<file path="src/rtl/dmem_arb_pkg.sv">
// Shared definitions for the two-port data-memory arbiter: state encoding,
// default geometry and the width of the lock-timeout counter.
package dmem_arb_pkg;

    // Default data-memory address width (words)
    localparam int AWL_DEFAULT = 6;
    // Default data-memory word width
    localparam int DWL_DEFAULT = 32;
    // Default number of idle owner cycles before a lock is released
    localparam int TMO_DEFAULT = 4;
    // The lock timer is four bits wide, which bounds TMO to 1..15
    localparam int TMR_W = 4;

    // IDLE: nobody owns the memory, OWN0/OWN1: requester 0/1 holds a lock
    typedef enum logic [1:0] {
        IDLE = 2'd0,
        OWN0 = 2'd1,
        OWN1 = 2'd2
    } arb_state_t;

    // Lock state that corresponds to a given requester index
    function automatic arb_state_t own_state(input logic idx);
        return idx ? OWN1 : OWN0;
    endfunction

endpackage

</file>
<file path="src/rtl/arb_lock_timer.sv">
// Lock timeout counter: counts owner-idle cycles and flags the cycle on which
// the count reaches TMO so the arbiter can drop the lock.
module arb_lock_timer
    import dmem_arb_pkg::*;
#(
    parameter int TMO = TMO_DEFAULT
)
(
    input  logic CLK,
    input  logic RST,
    input  logic clear,
    input  logic count_en,
    output logic expire
);

    localparam logic [TMR_W-1:0] LIMIT = TMR_W'(TMO);

    logic [TMR_W-1:0] count_q;

    // The idle cycle being counted now is the TMO-th one, so the lock ends here
    always_comb begin
        expire = count_en && (count_q == (LIMIT - 1'b1));
    end

    // Count owner-idle cycles; any accepted access, expiry or leaving a lock restarts it
    always_ff @(posedge CLK) begin
        if (RST || clear || expire) begin
            count_q <= '0;
        end else if (count_en) begin
            count_q <= count_q + 1'b1;
        end
    end

endmodule

</file>
<file path="src/rtl/dmem_arbiter.sv">
// Two-requester arbiter in front of an external single-port data memory.
// Alternating priority when both request, optional ownership locks with an
// idle timeout, and registered per-requester read responses.
module dmem_arbiter
    import dmem_arb_pkg::*;
#(
    parameter int AWL = AWL_DEFAULT,
    parameter int DWL = DWL_DEFAULT,
    parameter int TMO = TMO_DEFAULT
)
(
    input  logic           CLK,
    input  logic           RST,
    input  logic           REQ0,
    input  logic           WE0,
    input  logic           LOCK0,
    input  logic [AWL-1:0] ADDR0,
    input  logic [DWL-1:0] WDATA0,
    input  logic           REQ1,
    input  logic           WE1,
    input  logic           LOCK1,
    input  logic [AWL-1:0] ADDR1,
    input  logic [DWL-1:0] WDATA1,
    output logic           GNT0,
    output logic           GNT1,
    output logic           RVALID0,
    output logic           RVALID1,
    output logic [DWL-1:0] RDATA0,
    output logic [DWL-1:0] RDATA1,
    output logic           DMWE,
    output logic [AWL-1:0] DMWA,
    output logic [DWL-1:0] DMWD,
    input  logic [DWL-1:0] DMRD
);

    arb_state_t state_q;
    arb_state_t state_d;
    logic       pri_q;
    logic       pri_d;

    logic [1:0] req;
    logic [1:0] we;
    logic [1:0] lock;
    logic [1:0] gnt;
    logic       accepted;
    logic       sel;
    logic       tmr_clear;
    logic       tmr_count_en;
    logic       tmr_expire;

    assign req  = {REQ1, REQ0};
    assign we   = {WE1, WE0};
    assign lock = {LOCK1, LOCK0};

    assign GNT0     = gnt[0];
    assign GNT1     = gnt[1];
    assign accepted = |gnt;
    assign sel      = gnt[1];

    // Grant decision: free arbitration in IDLE, only the owner while locked, nothing during reset
    always_comb begin
        gnt = 2'b00;
        if (!RST) begin
            case (state_q)
                IDLE: begin
                    if (req == 2'b11) begin
                        gnt = pri_q ? 2'b10 : 2'b01;
                    end else begin
                        gnt = req;
                    end
                end
                OWN0:    gnt = {1'b0, req[0]};
                OWN1:    gnt = {req[1], 1'b0};
                default: gnt = 2'b00;
            endcase
        end
    end

    // The timer only runs while an owner holds the lock without requesting
    always_comb begin
        tmr_count_en = ((state_q == OWN0) && !REQ0) || ((state_q == OWN1) && !REQ1);
        tmr_clear    = accepted || (state_q == IDLE);
    end

    arb_lock_timer #(
        .TMO(TMO)
    ) u_lock_timer (
        .CLK      (CLK),
        .RST      (RST),
        .clear    (tmr_clear),
        .count_en (tmr_count_en),
        .expire   (tmr_expire)
    );

    // Next state and priority: an access flips priority and sets/clears the lock, expiry unlocks
    always_comb begin
        state_d = state_q;
        pri_d   = pri_q;
        if (accepted) begin
            pri_d = ~sel;
            if (lock[sel]) begin
                state_d = own_state(sel);
            end else begin
                state_d = IDLE;
            end
        end else if (tmr_expire) begin
            state_d = IDLE;
        end
    end

    // State and priority registers
    always_ff @(posedge CLK) begin
        if (RST) begin
            state_q <= IDLE;
            pri_q   <= 1'b0;
        end else begin
            state_q <= state_d;
            pri_q   <= pri_d;
        end
    end

    // Memory port carries the granted requester's access, and is all zero otherwise
    always_comb begin
        DMWE = 1'b0;
        DMWA = '0;
        DMWD = '0;
        if (accepted) begin
            DMWE = we[sel];
            DMWA = sel ? ADDR1 : ADDR0;
            DMWD = sel ? WDATA1 : WDATA0;
        end
    end

    // Read responses: one-cycle strobe, data captured from memory at acceptance and held after
    always_ff @(posedge CLK) begin
        if (RST) begin
            RVALID0 <= 1'b0;
            RVALID1 <= 1'b0;
            RDATA0  <= '0;
            RDATA1  <= '0;
        end else begin
            RVALID0 <= gnt[0] && !WE0;
            RVALID1 <= gnt[1] && !WE1;
            if (gnt[0] && !WE0) begin
                RDATA0 <= DMRD;
            end
            if (gnt[1] && !WE1) begin
                RDATA1 <= DMRD;
            end
        end
    end

endmodule

</file>
<file path="config.mk">
export PLATFORM = sky130hd
export DESIGN_NAME = dmem_arbiter
export DESIGN_NICKNAME = d
export VERILOG_FILES = /design/src/rtl/dmem_arb_pkg.sv /design/src/rtl/arb_lock_timer.sv /design/src/rtl/dmem_arbiter.sv
export SDC_FILE = /design/constraint.sdc
export NUM_CORES = 1
export LEC_CHECK = 0
export ABC_AREA = 1
export BUFFER_PORTS_ARGS = -buffer_cell sky130_fd_sc_hd__buf_2
export CAP_MARGIN = 10
export CORE_MARGIN = 3
export CORE_UTILIZATION = 30
export CTS_CLUSTER_SIZE = 25
export DETAILED_ROUTE_END_ITERATION = 7
export PLACE_DENSITY_LB_ADDON = 0.2
export SYNTH_ARGS = -nofsm -noshare
export SYNTH_HDL_FRONTEND = slang
export SYNTH_HIERARCHICAL = 1
export SYNTH_SLANG_ARGS = --single-unit
</file>
<file path="constraint.sdc">
create_clock -name CLK -period 1.7 [get_ports CLK]
set_clock_uncertainty 0.2 [all_clocks]
set_input_delay 0 -clock CLK [delete_from_list [all_inputs] [get_ports CLK]]
set_output_delay 0 -clock CLK [all_outputs]
set_load 0.1 [all_outputs]
</file>
==> results of run 1 <==
final cells by class:
type | instances | share of cell area [%]
Timing Repair Buffer | 304 | 33.2
Sequential cell | 73 | 18.1
Clock buffer | 12 | 3.16
Multi-Input combinational cell | 442 | 32.3
Inverter | 203 | 9.49
Tap cell | 180 | 2.78
Clock inverter | 4 | 0.926
repair_timing:
action,in CTS,in global routing
hold buffers,36,0
endpoints found under the setup margin,40,73
pin swaps,16,12
gates resized for setup,90,39
hold endpoints to repair,71,0
setup buffers,9,4
cloned,4,3
layout by cell type, fill, tap and decap left out, types with 4 or more instances in the layout:
| cell | instances |
|---|---|
| nor2_2 | 28 |
| o21ai_1 | 4 |
| nand2_4 | 22 |
| nand2_2 | 28 |
| nand4_1 | 65 |
| nand2_1 | 148 |
| buf_4 | 25 |
| nor2_1 | 78 |
| buf_16 | 4 |
| clkbuf_16 | 12 |
| o21ai_2 | 6 |
| buf_12 | 49 |
| inv_1 | 195 |
| nor2_4 | 44 |
| dlygate4sd3_1 | 35 |
| buf_6 | 5 |
| buf_2 | 181 |
| dfxtp_1 | 71 |
flip-flops by register name, summed over array words and instances, names as in the netlist:
name	flops
pri_q	1
state_q	2
u_lock_timer/count_q	4
RVALID0	1
RDATA0	32
RDATA1	32
RVALID1	1
worst register-to-register path, cell delays in order (launching register included):
cell and delay, ps:
dfxtp_2 330, inv_4 70, nand2_4 50, nor2_4 110, buf_4 180, nand3_4 110, buf_6 160, clkbuf_16 170
nand2_1 70, inv_1 40, nor2_1 100
worst max-delay path by stage:
stage | startpoint | end | slack (ps) | cells past startpoint
5_1_grt | state_q[0]$_SDFFE_PP0P_ | DMWD[11] | -290 | 10
3_3_place_gp | state_q[1]$_SDFFE_PP0P_ | DMWD[24] | -20 | 9
4_1_cts | state_q[0]$_SDFFE_PP0P_ | DMWD[29] | -270 | 10
6_report | state_q[0]$_SDFFE_PP0P_ | DMWD[20] | -210 | 10
2_1_floorplan | state_q[0]$_SDFFE_PP0P_ | DMWA[0] | -90 | 8
3_5_place_dp | state_q[1]$_SDFFE_PP0P_ | DMWD[24] | -30 | 9
report_power, final:
| part | internal (uW) | total [uW] | switching [uW] | leakage [uW] |
|---|---|---|---|---|
| Sequential | 1800 | 1850 | 45.4 | 0.000596 |
| Combinational | 978 | 3030 | 2050 | 0.00355 |
| Clock | 1370 | 2090 | 720 | 0.000155 |
| Total | 4140 | 6960 | 2820 | 0.00431 |
metal layers:
layer  routed length [um]  global-route usage [%]  vias to the layer above  share of wire (%)
met5                    0                       0                        -                  0
met4                  159                    4.79                        0               0.99
met3                 1390                    6.49                       14                8.6
met2                 8200                    35.3                      177                 51
met1                 6360                    22.5                     2284                 39
li1                     -                       -                     2768                  -
kinds of logic (layout without fill, tap and decap cells):
logic type / count (synthesis) / in the layout / synth area share [%]
AOI/OAI and AO/OA: 19 / 19 / 2.28
xor gates and xnor gates: 2 / 2 / 0.404
adders and majority gates: 1 / 1 / 0.289
buffers and inverters: 246 / 523 / 22.4
DFF: 73 / 73 / 33.7
and+or+nand+nor: 420 / 420 / 40.9
stage by stage:
stage               total power (uW)  hold slack [ps]
floorplan                       3800            -87.4
global placement                4580             23.1
detailed placement              4590             25.7
CTS                             6940            -41.4
global route                    7270             78.1
finish                          6960             56.3
==> metrics.md, run 1 <==
| Metric | Value |
|---|---|
| CP Data Arrival Time | 1710 ps |
| Post-layout instance area | 8110 sq um |
| Fin cells | 1218 |
| Routed len/inst | 13.2 um |
| Vias per cell | 4.30 |
| Core ar. | 14000 sq um |
| Worst-Margin Slew | 673 ps |
| Reg2Reg Setup Slack | 50 ps |
| Hold Path Depth | 6 |
| Final setup vio count | 40 |
| Critical Path Most Common Cell | nand2_4 |
| Detailed Place HPWL | 11100 um |
| Layout cell share with drive strength beyond 1 | 41.0% |
| Cell Rows | 43 |
| Final min period | 1910 ps |
| CTS tree | done |
| Total GRT Usage | 19.7% |
| Hold path startpoint | REQ0 |
| Maximum clock insertion buffer count | 2 |
| First-pass GRT wire length | 25400 um |
| Pre-CTS WS | -29.4 ps |
| Crit-path max FO | 7 |
| Detailed Routing Iterations Pass 1 | 5 |
| Syn. warnings | 6 |
| Core Util, Final | 57.9% |
| Syn Nets | 878 |
| CP max stage delay | 330 ps |
| Worst-path cell chain | inv_4 -> nand2_4 -> nor2_4 -> nand2_4 -> buf_12 -> buf_16 -> nand2_4 -> nand2_4 -> nor2_4 -> buf_12 |
| Hold Violations, Final | 0 |
| Initial antenna violation count | 0 |
| Seq/Total Area, Yosys | 33.7% |
| Critical Path Source Type | flip-flop |
| CP top delay family | buffers and inverters |
| Leading area contributor after synthesis | dfxtp_1 |
| Clk_lat worst skew | 330 ps |
| # DRC | 0 |
| Global route total overflow | 0 |
| Gate Count Post-Synth | 761 |
| Reg clk slew, reported paths | 60 ps |
| Multi-input gate area | 2620 sq um |
| Clock root buffer master | clkbuf_16 |
| Seq. cell area | 1460 sq um |
| Reg-to-Reg Start | state_q[0]$_SDFFE_PP0P_ |
| DP Area | 6730 sq um |
| Mapped Area | 4340 sq um |
| Vias in the first global route | 5230 |
| Worst slew margin | 55.1% |
| CP max-delay cell | dfxtp_2 |
| Predominant post-synthesis flop cell | dfxtp_1 |
| Crit Path Category | flip-flop to output pin |
| Port Buffer Count | 222 |
| CP Capture Type | output pin |
| Routed Antenna Nets | 0 |
| RR Endpoint | RDATA1[13]$_SDFFE_PP0P_ |
| Fin worst setup slack | -207 ps |
| Vias | 5243 |
| Fin crit share | 112% |
| Die area | 15900 sq um |
| Slew Limit Fails | 0 |
| WHS Endpoint | pri_q$_SDFFE_PP0P_ |
| Fillers | 1341 |
| Outcome | complete, but fails checks |
| Max rail drop VDD | 473 uV |
| Diode count | 0 |
| Violated checks | negative setup slack |
| Final #Nets | 1150 |
| Final setup TNS | -6890 ps |
| CP bufs+invs | 4 |
| Dpl cells | 1147 |
| Area contributors post-synth | dfxtp_1, inv_1, nand2_1 |
| Post-synth cell types | 25 |
| Die width | 126 um |
| H-tree depth | 3 |
| CTS buffer count | 9 |
| Final GP Congestion | 0.756 |
| Max Cap Violations | 0 |
| WP data required | 1500 ps |
| WL final | 16100 um |
| Top cell type's share of synthesized area | 33.7% |
| Largest net degree at the start of global routing | 66 |
| Die height | 126 um |
| Sink Count | 73 |
| Synth async-reset ratio | 0% |
| Commonest cells in the netlist | inv_1, nand2_1, nor2_1, dfxtp_1, nand4_1 |
| Starting density of the core | 31.0% |
| Reg2Reg Depth | 10 |
| # IOs | 223 |
| Layout area overhead | 87.0% |
| Leak | 0.00431 uW |
| Mapped Avg Cell Area | 5.70 sq um |
| FF+latch count, synth | 73 |
| Initial DRC count | 324 |
| EDFF count, synth | 0 |
| Setup repair after global routing missed its margin | true |
| Power density over the cells | 859 nW/um^2 |
| Peak Freq | 0.524 GHz |
| Worst Hold Class | input pin to flip-flop |
Power figures use the tool's default switching activity.
==> run 2: changes to the inputs <==
--- a/config.mk
+++ b/config.mk
@@ -8,8 +8,11 @@
 export ABC_AREA = 1
 export BUFFER_PORTS_ARGS = -buffer_cell sky130_fd_sc_hd__buf_2
 export CAP_MARGIN = 10
+export CELL_PAD_IN_SITES_DETAIL_PLACEMENT = 1
+export CELL_PAD_IN_SITES_GLOBAL_PLACEMENT = 2
+export CORE_ASPECT_RATIO = 2
 export CORE_MARGIN = 3
-export CORE_UTILIZATION = 30
+export CORE_UTILIZATION = 21
 export CTS_CLUSTER_SIZE = 25
 export DETAILED_ROUTE_END_ITERATION = 7
 export PLACE_DENSITY_LB_ADDON = 0.2
==> run 2 against run 1 <==
Against the previous run: the flow finishes with violations (negative hold slack, negative setup slack); worst setup slack worse by 16 ps; clock power up 7%; total power up 1.3%; combinational power down 2%; global-route usage down 3.4 points; final area down 1.8%; count of clock-buffer cells in the layout down 2; critical path depth unchanged; largest cell class unchanged.
==> metrics.md, run 2 (synthesis results as in run 1) <==
| Metric | Value |
|---|---|
| CP max-delay cell | dfxtp_2 |
| CP max stage delay | 330 ps |
| Detailed Routing Iterations Pass 1 | 4 |
| Detailed Place HPWL | 13700 um |
| Reg2Reg Setup Slack | 40 ps |
| Initial antenna violation count | 0 |
| Die area | 22500 sq um |
| Fillers | 2587 |
| Reg-to-Reg Start | state_q[0]$_SDFFE_PP0P_ |
| Critical Path Source Type | flip-flop |
| Core ar. | 20100 sq um |
| Post-layout instance area | 7960 sq um |
| Largest net degree at the start of global routing | 66 |
| Clock root buffer master | clkbuf_16 |
| Final #Nets | 1147 |
| CTS buffer count | 9 |
| Layout area overhead | 83.6% |
| WP data required | 1500 ps |
| Biggest registers after layout | RDATA0 x32, RDATA1 x32, u_lock_timer/count_q x4 |
| Initial DRC count | 117 |
| Max rail drop VDD | 478 uV |
| Outcome | complete, but fails checks |
| Most frequent cells in the layout | inv_1, buf_2, nand2_1 |
| Final setup vio count | 40 |
| Violated checks | negative hold slack, negative setup slack |
| Worst-Margin Slew | 528 ps |
| Final min period | 1920 ps |
| H-tree depth | 3 |
| Peak Freq | 0.520 GHz |
| Vias | 5379 |
| Port Buffer Count | 222 |
| Routed Antenna Nets | 0 |
| Total design power | 7050 uW |
| Total GRT Usage | 16.3% |
| CTS tree | done |
| Worst Hold Class | input pin to flip-flop |
| Fin cells | 1297 |
| Hold Violations, Final | 1 |
| Setup repair after global routing missed its margin | true |
| Clk_lat worst skew | 340 ps |
| Final hold slack | -1.53 ps |
| Global route total overflow | 0 |
| CP Data Arrival Time | 1720 ps |
| # IOs | 223 |
| First-pass GRT wire length | 28900 um |
| Dpl cells | 1239 |
| Setup crit start | state_q[1]$_SDFFE_PP0P_ |
| WL final | 18000 um |
| Final GP Congestion | 0.749 |
| Final setup TNS | -7310 ps |
| Cell Rows | 73 |
| Power density over the cells | 886 nW/um^2 |
| Max Cap Violations | 0 |
| CP Capture Type | output pin |
| Slew Limit Fails | 0 |
| Reg clk slew, reported paths | 60 ps |
| Starting density of the core | 21.6% |
| Crit-path max FO | 9 |
| Leak | 0.00427 uW |
| Vias per cell | 4.15 |
| Crit Path Category | flip-flop to output pin |
| Hold path startpoint | RST |
| Worst-path cell chain | inv_4 -> nand2_4 -> nor2_4 -> inv_2 -> nand2_4 -> buf_6 -> buf_12 -> nand2_1 -> nor2_4 -> buf_12 |
| Diode count | 0 |
| Layout cell share with drive strength beyond 1 | 36.1% |
| DP Area | 6980 sq um |
| Worst slew margin | 65.1% |
| Routed len/inst | 13.9 um |
| Die height | 209 um |
| Die width | 108 um |
| Vias in the first global route | 5767 |
| Most common cell after layout, fill and taps aside | inv_1 |
| Fin worst setup slack | -223 ps |
| Maximum clock insertion buffer count | 2 |
| Fin crit share | 113% |
| # DRC | 0 |
| Sink Count | 73 |
-- run 2: changes by cell type in the layout (fill, tap and decap cells not counted), sizes merged --
cell / previous run / this run
bufinv: 2 / 3
clkbuf: 15 / 10
clkinv: 2 / 5
clkinvlp: 2 / 0
dlygate4sd3: 35 / 36
dlymetal6s4s: 1 / 0
-- run 2: cell type report --
class / count / area (sq um) / share of cell area (%)
Clock buffer: 10 / 239 / 3.00
Clock inverter: 6 / 105 / 1.32
Inverter: 203 / 764 / 9.60
Multi-Input combinational cell: 442 / 2410 / 30.3
Sequential cell: 73 / 1460 / 18.4
Tap cell: 262 / 328 / 4.12
Timing Repair Buffer: 301 / 2650 / 33.3
-- run 2: per-layer routing --
metal / global-route usage [%] / vias up / part of all wire (%)
li1: - / 2757 / -
met1: 15.6 / 2416 / 35
met2: 30.6 / 183 / 54
met3: 6.00 / 23 / 9.2
met4: 6.45 / 0 / 2.2
met5: 0 / - / 0
-- run 2: per-stage QoR --
| stage | util (%) | setup WS, ps |
|---|---|---|
| 2_1_floorplan | - | -90.8 |
| 3_3_place_gp | 34.8 | 10.3 |
| 3_5_place_dp | 34.8 | -29.5 |
| 4_1_cts | 39.4 | -245 |
| 5_1_grt | 39.6 | -315 |
| 6_report | 39.6 | -223 |
-- run 2: repair_timing --
item | 4_1_cts | 5_1_grt
hold endpoints to repair | 71 | 0
endpoints found under the setup margin | 69 | 98
hold buffers | 36 | 0
gates resized for setup | 37 | 13
gates cloned | 3 | 0
pin swaps | 16 | 9
buffers inserted | 4 | 1
-- run 2: path summary, 6_finish.rpt --
path | to | depth (start not counted)
setup / recovery | DMWD[1] | 10
hold / removal | pri_q$_SDFFE_PP0P_ | 5
setup reg to reg | RDATA1[9]$_SDFFE_PP0P_ | 9
hold reg to reg | pri_q$_SDFFE_PP0P_ | 2
-- run 2: critical path: cells and delay by family, from the launching register on --
family | cells | cell delay, ps
flops | 1 | 330
simple gates | 5 | 450
buf+inv | 5 | 590
-- run 2: report_power, final --
part	total, uW	internal, uW	switching [uW]
Sequential	1840	1800	45.7
Combinational	2980	949	2030
Clock	2230	1470	766
